`src/rtl/lif_neuron_layer1_if.sv`:
```
// Input-current and neuron-output bundle for lif_neuron_layer1.
// master drives current/in_valid/clear; slave is the neuron.
interface lif_neuron_layer1_if #(
   parameter int VW = 16,
   parameter int CW = 8
);
   logic signed [7:0]    current;
   logic                 in_valid;
   logic                 clear;
   logic                 spike;
   logic                 out_valid;
   logic signed [VW-1:0] membrane;
   logic                 refractory;
   logic [CW-1:0]        spike_count;

   modport master (
      output current, in_valid, clear,
      input  spike, out_valid, membrane, refractory, spike_count
   );

   modport slave (
      input  current, in_valid, clear,
      output spike, out_valid, membrane, refractory, spike_count
   );
endinterface

```
`src/rtl/lif_neuron_layer1.sv`:
```
// Leaky integrate-and-fire neuron fed by the layer-1 biased MAC.
// Define LIF_LEAK_EN to build the v >>> LEAK_SHIFT leak term.
module lif_neuron_layer1 #(
   parameter int                 VW         = 16,
   parameter logic signed [VW-1:0] THRESH   = 100,
   parameter logic signed [VW-1:0] V_RESET  = 0,
   parameter int                 LEAK_SHIFT = 3,
   parameter int                 REFRAC     = 2,
   parameter int                 CW         = 8
) (
   input logic clk,
   input logic rst,
   lif_neuron_layer1_if.slave bus
);
   typedef enum logic {INTEGRATE, REFRACTORY} state_t;

   localparam int RCW = (REFRAC > 1) ? $clog2(REFRAC + 1) : 1;
   localparam int SW  = VW + 2;
   localparam logic signed [SW-1:0] VMAX = {3'b000, {(VW-1){1'b1}}};
   localparam logic signed [SW-1:0] VMIN = {3'b111, {(VW-1){1'b0}}};

   state_t               state, state_n;
   logic signed [VW-1:0] v, v_n;
   logic [RCW-1:0]       rc, rc_n;
   logic [CW-1:0]        cnt, cnt_n;
   logic                 spike_q, spike_n;
   logic                 ov_q, ov_n;

   logic signed [SW-1:0] v_ext, cur_ext, leak, sum;
   logic signed [VW-1:0] v_sat;
   logic                 fire;

   assign v_ext   = $signed({{2{v[VW-1]}}, v});
   assign cur_ext = $signed({{(SW-8){bus.current[7]}}, bus.current});

`ifdef LIF_LEAK_EN
   assign leak = v_ext >>> LEAK_SHIFT;
`else
   assign leak = '0;
`endif

   assign sum = v_ext - leak + cur_ext;

   always_comb begin
      v_sat = sum[VW-1:0];
      if (sum > VMAX)
         v_sat = VMAX[VW-1:0];
      else if (sum < VMIN)
         v_sat = VMIN[VW-1:0];
   end

   assign fire = (v_sat >= THRESH);

   always_comb begin
      state_n = state;
      v_n     = v;
      rc_n    = rc;
      cnt_n   = cnt;
      spike_n = 1'b0;
      ov_n    = 1'b0;
      if (bus.clear) begin
         state_n = INTEGRATE;
         v_n     = '0;
         rc_n    = '0;
         cnt_n   = '0;
      end else if (bus.in_valid) begin
         ov_n = 1'b1;
         unique case (state)
            INTEGRATE: begin
               if (fire) begin
                  spike_n = 1'b1;
                  v_n     = V_RESET;
                  if (cnt != {CW{1'b1}})
                     cnt_n = cnt + 1'b1;
                  if (REFRAC > 0) begin
                     rc_n    = RCW'(REFRAC);
                     state_n = REFRACTORY;
                  end
               end else begin
                  v_n = v_sat;
               end
            end
            REFRACTORY: begin
               // input dropped, no leak while refractory
               v_n  = V_RESET;
               rc_n = rc - 1'b1;
               if (rc <= RCW'(1))
                  state_n = INTEGRATE;
            end
            default: state_n = INTEGRATE;
         endcase
      end
   end

   always_ff @(posedge clk or posedge rst) begin
      if (rst) begin
         state   <= INTEGRATE;
         v       <= '0;
         rc      <= '0;
         cnt     <= '0;
         spike_q <= 1'b0;
         ov_q    <= 1'b0;
      end else begin
         state   <= state_n;
         v       <= v_n;
         rc      <= rc_n;
         cnt     <= cnt_n;
         spike_q <= spike_n;
         ov_q    <= ov_n;
      end
   end

   assign bus.spike       = spike_q;
   assign bus.out_valid   = ov_q;
   assign bus.membrane    = v;
   assign bus.refractory  = (state == REFRACTORY);
   assign bus.spike_count = cnt;
endmodule

```
`src/flat_wrapper.sv`:
```
// flat-port wrapper written by rule: the top's interface ports become plain ports
module lif_neuron_layer1_flat 
#(
   parameter int                 VW         = 16,
   parameter logic signed [VW-1:0] THRESH   = 100,
   parameter logic signed [VW-1:0] V_RESET  = 0,
   parameter int                 LEAK_SHIFT = 3,
   parameter int                 REFRAC     = 2,
   parameter int                 CW         = 8
)
  (clk, rst, bus_current, bus_in_valid, bus_clear, bus_spike, bus_out_valid, bus_membrane, bus_refractory, bus_spike_count);
  lif_neuron_layer1_if #(.VW(VW), .CW(CW)) bus_i ();
  input logic clk;
  input logic rst;
  input wire logic [$bits(bus_i.current)-1:0] bus_current;
  input wire logic [$bits(bus_i.in_valid)-1:0] bus_in_valid;
  input wire logic [$bits(bus_i.clear)-1:0] bus_clear;
  output wire logic [$bits(bus_i.spike)-1:0] bus_spike;
  output wire logic [$bits(bus_i.out_valid)-1:0] bus_out_valid;
  output wire logic [$bits(bus_i.membrane)-1:0] bus_membrane;
  output wire logic [$bits(bus_i.refractory)-1:0] bus_refractory;
  output wire logic [$bits(bus_i.spike_count)-1:0] bus_spike_count;
  assign bus_i.current = bus_current;
  assign bus_i.in_valid = bus_in_valid;
  assign bus_i.clear = bus_clear;
  assign bus_spike = bus_i.spike;
  assign bus_out_valid = bus_i.out_valid;
  assign bus_membrane = bus_i.membrane;
  assign bus_refractory = bus_i.refractory;
  assign bus_spike_count = bus_i.spike_count;
  lif_neuron_layer1 #(.VW(VW), .THRESH(THRESH), .V_RESET(V_RESET), .LEAK_SHIFT(LEAK_SHIFT), .REFRAC(REFRAC), .CW(CW)) u_core (.clk(clk), .rst(rst), .bus(bus_i));
endmodule
```
`config.mk`:
```
export PLATFORM = sky130hd
export DESIGN_NAME = lif_neuron_layer1_flat
export DESIGN_NICKNAME = d
export VERILOG_FILES = /design/src/rtl/lif_neuron_layer1_if.sv /design/src/rtl/lif_neuron_layer1.sv /design/src/flat_wrapper.sv
export SDC_FILE = /design/constraint.sdc
export NUM_CORES = 1
export LEC_CHECK = 0
export ABC_AREA = 0
export CAP_MARGIN = 25
export CORE_ASPECT_RATIO = 1.5
export CORE_MARGIN = 4
export CORE_UTILIZATION = 59
export DETAILED_ROUTE_END_ITERATION = 8
export GPL_ROUTABILITY_DRIVEN = 0
export GPL_TIMING_DRIVEN = 0
export PLACE_DENSITY = 0.9
export SKIP_CTS_REPAIR_TIMING = 1
export SLEW_MARGIN = 20
export SYNTH_ARGS = -nofsm -noshare
export SYNTH_HDL_FRONTEND = slang
export SYNTH_SLANG_ARGS = --single-unit
```
`constraint.sdc`:
```
create_clock -name clk -period 9.45 [get_ports clk]
set_input_delay 1.4175 -clock clk [delete_from_list [all_inputs] [get_ports clk]]
set_output_delay 1.4175 -clock clk [all_outputs]
set_load 0.02 [all_outputs]
```
### Word-level counts from Yosys, hierarchy flattened

Cells that the tools add are included.

| word-level totals | value |
|---|---|
| register bits | 29 |

| operators by class | value |
|---|---|
| $lt $le $gt $ge | 4 |
| add/sub/neg operators | 3 |
| equality and inequality tests | 3 |
| muxes and demuxes | 25 |
| reductions and logical operators | 5 |
| bitwise logic cells | 1 |

Operators with widths:

| operator | count |
|---|---|
| $mux W16 | 5 |
| $mux W8 | 5 |
| $pmux W16 S2 | 1 |
| $gt A18 B16 Y1 const B | 1 |
| $lt A18 B16 Y1 const B | 1 |
| $add A16 B8 Y17 | 1 |
| $ge A16 B8 Y1 const B | 1 |
| $mux W1 | 9 |
| $add A8 B1 Y8 const B | 1 |
| $ne A8 B8 Y1 const B | 1 |
| $mux W2 | 3 |
| $reduce_bool A2 Y1 | 3 |
| $pmux W2 S2 | 1 |
| $reduce_and A4 Y1 | 1 |
| $ne A3 B2 Y1 const B | 1 |
| $le A2 B1 Y1 const B | 1 |
| $ne A2 B2 Y1 const B | 1 |
| $pmux W1 S2 | 1 |
| $reduce_and A2 Y1 | 1 |
| $sub A2 B1 Y2 const B | 1 |
| $not A1 Y1 | 1 |

### Longest topological paths before layout

| depth | value |
|---|---|
| depth after elaboration | 9 |
| depth in mapped cells | 13 |

### Worst setup path after synthesis

OpenSTA, ideal clock, no wires.

| path | value |
|---|---|
| kind | input to register |
| start | input bus_current[0] |
| end | register u_core.cnt[4], in the netlist u_core.bus.spike_count[4] |
| cell stages on the path | 13 |
| setup time | 125 ps |
| arrival time | 3975 ps |
| path buffers | 1 |
| path slack | 5350 ps |
| path through | ha_1 -> inv_1 -> fa_1 -> nor2b_1 -> o31ai_1 -> a21o_1 -> a211oi_1 -> a41oi_1 -> and4_1 -> and4_1 -> buf_2 -> nor4b_2 -> mux2_2 |

| on the way | value |
|---|---|
| longest elaborated chain between the ends | 7 |

RTL lines:

| what | line | RTL |
|---|---|---|
| from (decl) | flat_wrapper.sv:15 | `input wire logic [$bits(bus_i.current)-1:0] bus_current;` |
| $add A16 B8 Y17 (*) | lif_neuron_layer1.sv:42 | `assign sum = v_ext - leak + cur_ext;` |
| $lt A18 B16 Y1 | lif_neuron_layer1.sv:48 | `else if (sum < VMIN)` |
| $mux W16 | lif_neuron_layer1.sv:48 |  |
| $mux W16 (*) | lif_neuron_layer1.sv:46 | `if (sum > VMAX)` |
| $ge A16 B8 Y1 (*) | lif_neuron_layer1.sv:52 | `assign fire = (v_sat >= THRESH);` |
| $reduce_bool A2 Y1 (no source line) (*) | -- |  |
| $reduce_and A4 Y1 (no source line) (*) | -- |  |
| to (signal assigned) | lif_neuron_layer1.sv:107 | `cnt <= cnt_n;` |
| to (decl) | lif_neuron_layer1.sv:25 | `logic [CW-1:0] cnt, cnt_n;` |

Every way passes the cells marked *; elsewhere a longest branch is shown, timed or not.
A chain may end at the register's enable or synchronous reset.

### Worst setup path after layout

| path | value |
|---|---|
| start | input bus_current[7] |
| end | register u_core.v[3], in the netlist u_core.bus.membrane[3] |

| on the way | value |
|---|---|
| longest elaborated chain between the ends | 9 |

RTL lines:

| what | line | RTL |
|---|---|---|
| $add A16 B8 Y17 (*) | lif_neuron_layer1.sv:42 |  |
| $lt A18 B16 Y1 | lif_neuron_layer1.sv:48 |  |
| $mux W16 | lif_neuron_layer1.sv:48 |  |
| $mux W16 (*) | lif_neuron_layer1.sv:46 |  |
| $ge A16 B8 Y1 | lif_neuron_layer1.sv:52 |  |
| $mux W16 (*) | lif_neuron_layer1.sv:70 | `if (fire) begin` |
| $pmux W16 S2 (*) | lif_neuron_layer1.sv:68 | `unique case (state)` |
| $mux W16 (*) | lif_neuron_layer1.sv:66 | `end else if (bus.in_valid) begin` |
| $mux W16 (*) | lif_neuron_layer1.sv:61 | `if (bus.clear) begin` |
| to (signal assigned) | lif_neuron_layer1.sv:105 | `v <= v_n;` |
| to (decl) | lif_neuron_layer1.sv:23 | `logic signed [VW-1:0] v, v_n;` |

Every way passes the cells marked *; elsewhere a longest branch is shown, timed or not. The select of a mux whose other input is x is not followed.

==> impl.org <==
** Global route
- Initial antenna violation count :: 0
- The first global-routing pass estimated 11,000 um of wire.
- Summed over all layers, the global routing overflow is 0.
- Entering global routing, the biggest net connects 30 pins.
- The number of global-route vias before repair is 2,504.
- All-Layer GR Usage :: 26.7%

** Layout
- FF/Latch Area :: 726 um2
- Leaving out filler cells and counting taps, the final layout contains 379.
- In the final layout, the multi-input gates occupy 1660 um2.
- Measured on the finished design, the core utilization comes to 75.5%.
- Share of post-route cells with drive strength above 1 :: 11.7%
- Antenna cells :: 0
- Area growth, synth to finish :: 21.2%
- After filler insertion, the fill cell instance count of the layout stands at 303.
- Layout net count :: 365

** Power
- Summed over all cells, the static leakage comes to 0.00132 uW.
- Total power density per cell area :: 141 nW/um2
- VDD sags by at most 0.124 mV.
- Total power for the finished layout comes to 424 uW.

** Clock network
- CTS placed an instance of sky130_fd_sc_hd__clkbuf_8 at the clock tree root.
- Number of H-tree levels :: 2
- Clock latency reported for the late side of the worst-skew pair :: 280 ps
- Clock-pin slew of the registers on the worst-case setup and hold paths :: 60 ps
- Clock tree buffer depth :: 2
- TritonCTS created 5 clock buffers.
- TritonCTS built the clock tree.
- CTS sink cnt :: 29

** Logic synthesis
- By count the netlist is led by 29 x sky130_fd_sc_hd__dfrtp_1, 28 x sky130_fd_sc_hd__nand2_1, 22 x sky130_fd_sc_hd__a21oi_1, 18 x sky130_fd_sc_hd__ha_1, 18 x sky130_fd_sc_hd__o21ai_0.
- Yosys warning total :: 0
- By instance count, the leading cell after synthesis is sky130_fd_sc_hd__dfrtp_1.
- Number of register bits inferred by synthesis :: 29
- Mean area per synthesized cell :: 8.64 um2
- In this run the cell area of the synthesized design comes to 2490 um2.
- Cell count after synthesis :: 288
- Synth top area share :: 29.2%
- The number of nets handed over by synthesis was 319.
- Synth area leader :: sky130_fd_sc_hd__dfrtp_1
- FFs w/ async S/R, synth :: 100%
- The share of the Yosys chip area taken by registers is 29.2%.
- Yosys attributes the largest share of cell area to sky130_fd_sc_hd__dfrtp_1 29%, sky130_fd_sc_hd__ha_1 9.1%, sky130_fd_sc_hd__a21oi_1 4.4%, sky130_fd_sc_hd__nand2_1 4.2%, sky130_fd_sc_hd__o21ai_0 3.6%.
- The number of different library cells used by synthesis comes to 54.
- Number of flops mapped to enable cells by yosys :: 0
- The most used flip-flop cell after synthesis is sky130_fd_sc_hd__dfrtp_1.

** Outcome
- The flow ran to the end, and the final reports show no timing, DRC or antenna violations.

** Die
- During I/O placement, the number of pins put on the boundary was 39.
- The initial utilization of the core area, before any placement, comes to 62.3%.
- Die Area :: 5340 um2
- The core region is 3990 um2.
- In this run the core area contains 28 standard-cell rows.
- The die is 87.5 um tall.
- The die is 61.0 um wide.

** Critical path
- Slowest stage cell, crit path :: sky130_fd_sc_hd__clkdlybuf4s50_1
- Cell depth of the worst setup path :: 12
- By instance count, the cell type seen most on the critical path is sky130_fd_sc_hd__a211o_1.
- Worst r2r path cells :: 13
- Data on the critical path is required at its endpoint by 9660 ps.
- For this run, the slowest stage of the critical path takes 620 ps.
- Maximum fanout count along the critical path :: 10
- Worst Path Buf+Inv :: 2
- Crit Path Category :: in2reg
- STA classifies the critical path endpoint as a register.
- Startpoint type of the worst setup path :: input pin
- For the worst setup path, the data arrival time is 5190 ps.
- The signal on the critical path passes through clkdlybuf4s50_1 -> ha_1 -> a21oi_1 -> o21ai_0 -> a21o_1 -> a211o_1 -> and2_1 -> o211ai_1 -> nand4_4 -> a211o_1 -> buf_6 -> o21ai_2.
- Largest delay contributor family on the critical path :: compound AO/OA/AOI/OAI gates

** Drt
- Routed via count divided by cell count :: 6.46
- In this run the remaining antenna-violating nets after routing total 0.
- Across all layers, the routed design uses 2,447 vias.
- The first detailed-routing pass took 4 iterations.
- DRC errors left :: 0
- Number of DRC markers after the initial detailed-route iteration :: 114
- Wire length after detailed routing :: 6450 um
- In the final routed layout, each cell accounts on average for 17.0 um.

** Hold path
- Min-Delay Path Depth :: 2
- The path class of the tightest hold or removal check is reg2reg.

** Timing
- The final critical path takes up 52.8% of the cycle.
- Final count of hold timing violations :: 0
- Final worst clock skew :: 4.88 ps
- The max-slew violation count is 0.
- Count of final setup violators :: 0
- Setup repair after global routing left no endpoint under its margin.
- Derived from the worst setup path, the maximum achievable clock frequency is 201 MHz.
- Setup total negative slack on the finished layout was measured at 0 ps.
- Relative slew margins :: 58.6%
- Worst Tran Pin Value :: 619 ps
- The worst path in the final design needs a cycle of 4990 ps, including I/O delays and setup.

** Placed design
- The wire-length estimate of the detail-placed layout is 4850 um.
- Port Buf Inserts :: 38
- Number of placed instances, taps included :: 372

** Flow run
- Across the run, the number of max-cap violations was 0.
## layout make-up
| type | count | share of cell area, % |
|---|---|---|
| Buffer | 11 | 1.83 |
| Clock buffer | 7 | 2.86 |
| Inverter | 13 | 1.62 |
| Multi-Input combinational cell | 235 | 55.0 |
| Sequential cell | 29 | 24.1 |
| Tap cell | 45 | 1.87 |
| Timing Repair Buffer | 39 | 12.8 |
## worst paths after layout
check / startpoint / endpoint / slack, ps
max: bus_current[7] / u_core.bus.membrane[3] / 4460
min: u_core.bus.membrane[5] / u_core.bus.membrane[5] / 520
max reg2reg: u_core.bus.membrane[0] / u_core.bus.membrane[3] / 5760
min reg2reg: u_core.bus.membrane[5] / u_core.bus.membrane[5] / 520
max in group asynchronous: rst / u_core.bus.out_valid / 7510
min in group asynchronous: rst / u_core.bus.membrane[9] / 1530
## metal layers
metal	track usage, %	part of all wire, %	vias to the layer above	wire, um
li1	-	-	1162	-
met1	29.3	39	1190	2490
met2	48.4	55	78	3520
met3	4.60	4.3	17	275
met4	12.0	2.4	0	155
met5	0	0	-	0
## power breakdown
group	total, uW	leakage, uW	switching, uW	internal, uW
sequential	142	0.000397	8.50	133
clock	106	0.0000443	48.4	57.7
combinational	176	0.000876	104	72.4
total	424	0.00132	161	263
## cells in the final DEF (no fill, tap or decap), types with 4 or more instances in the layout
master and count:
sky130_fd_sc_hd__a211oi_1 5, sky130_fd_sc_hd__a21o_1 8, sky130_fd_sc_hd__a21oi_1 22, sky130_fd_sc_hd__and2_1 4, sky130_fd_sc_hd__and3_1 5, sky130_fd_sc_hd__buf_2 6, sky130_fd_sc_hd__clkbuf_1 6, sky130_fd_sc_hd__clkbuf_8 6
sky130_fd_sc_hd__clkdlybuf4s50_1 38, sky130_fd_sc_hd__dfrtp_1 29, sky130_fd_sc_hd__ha_1 18, sky130_fd_sc_hd__inv_1 12, sky130_fd_sc_hd__mux2_2 7, sky130_fd_sc_hd__nand2_1 28, sky130_fd_sc_hd__nand2b_1 7, sky130_fd_sc_hd__nand3_1 6
sky130_fd_sc_hd__nor2_1 15, sky130_fd_sc_hd__nor2b_1 8, sky130_fd_sc_hd__nor3_1 8, sky130_fd_sc_hd__o21a_1 6, sky130_fd_sc_hd__o21ai_0 18, sky130_fd_sc_hd__o21ai_2 10, sky130_fd_sc_hd__xnor2_1 7
## per-stage QoR
stage          worst slack, ps  hold slack, ps  cell area [um2]
3_3_place_gp              4340             492             2920
4_1_cts                   4500             523             3020
5_1_grt                   4320             545             3020
3_5_place_dp              4270             506             2930
2_1_floorplan             5350             580             2490
6_report                  4460             517             3020
## kinds of logic (layout without fill, tap and decap cells)
group	Yosys count	after routing	synth area share [%]
compound gates	99	99	27.8
mux	9	9	3.97
buf+inv	24	70	4.18
flops	29	29	29.2
simple gates	97	97	21.1
fa+ha+maj	21	21	10.7
xor+xnor	9	9	3.17
## state kept, by name (all words and copies together) (netlist names)
| signal | count |
|---|---|
| u_core.rc | 2 |
| u_core.bus.spike | 1 |
| u_core.bus.spike_count | 8 |
| u_core.bus.out_valid | 1 |
| u_core.bus.refractory | 1 |
| u_core.bus.membrane | 16 |
## worst reg2reg max path, stage by stage (launching register included)
cell and delay (ps):
sky130_fd_sc_hd__dfrtp_1 410, sky130_fd_sc_hd__ha_1 260, sky130_fd_sc_hd__inv_1 80, sky130_fd_sc_hd__fa_1 220, sky130_fd_sc_hd__nor2b_1 90, sky130_fd_sc_hd__o31ai_1 450
sky130_fd_sc_hd__a21oi_1 250, sky130_fd_sc_hd__a211oi_2 310, sky130_fd_sc_hd__mux2_2 410, sky130_fd_sc_hd__o211ai_1 180, sky130_fd_sc_hd__nand4_4 210, sky130_fd_sc_hd__a211o_1 420
sky130_fd_sc_hd__buf_6 190, sky130_fd_sc_hd__o21ai_2 140
No activity file was read; power rests on OpenSTA's default activity.
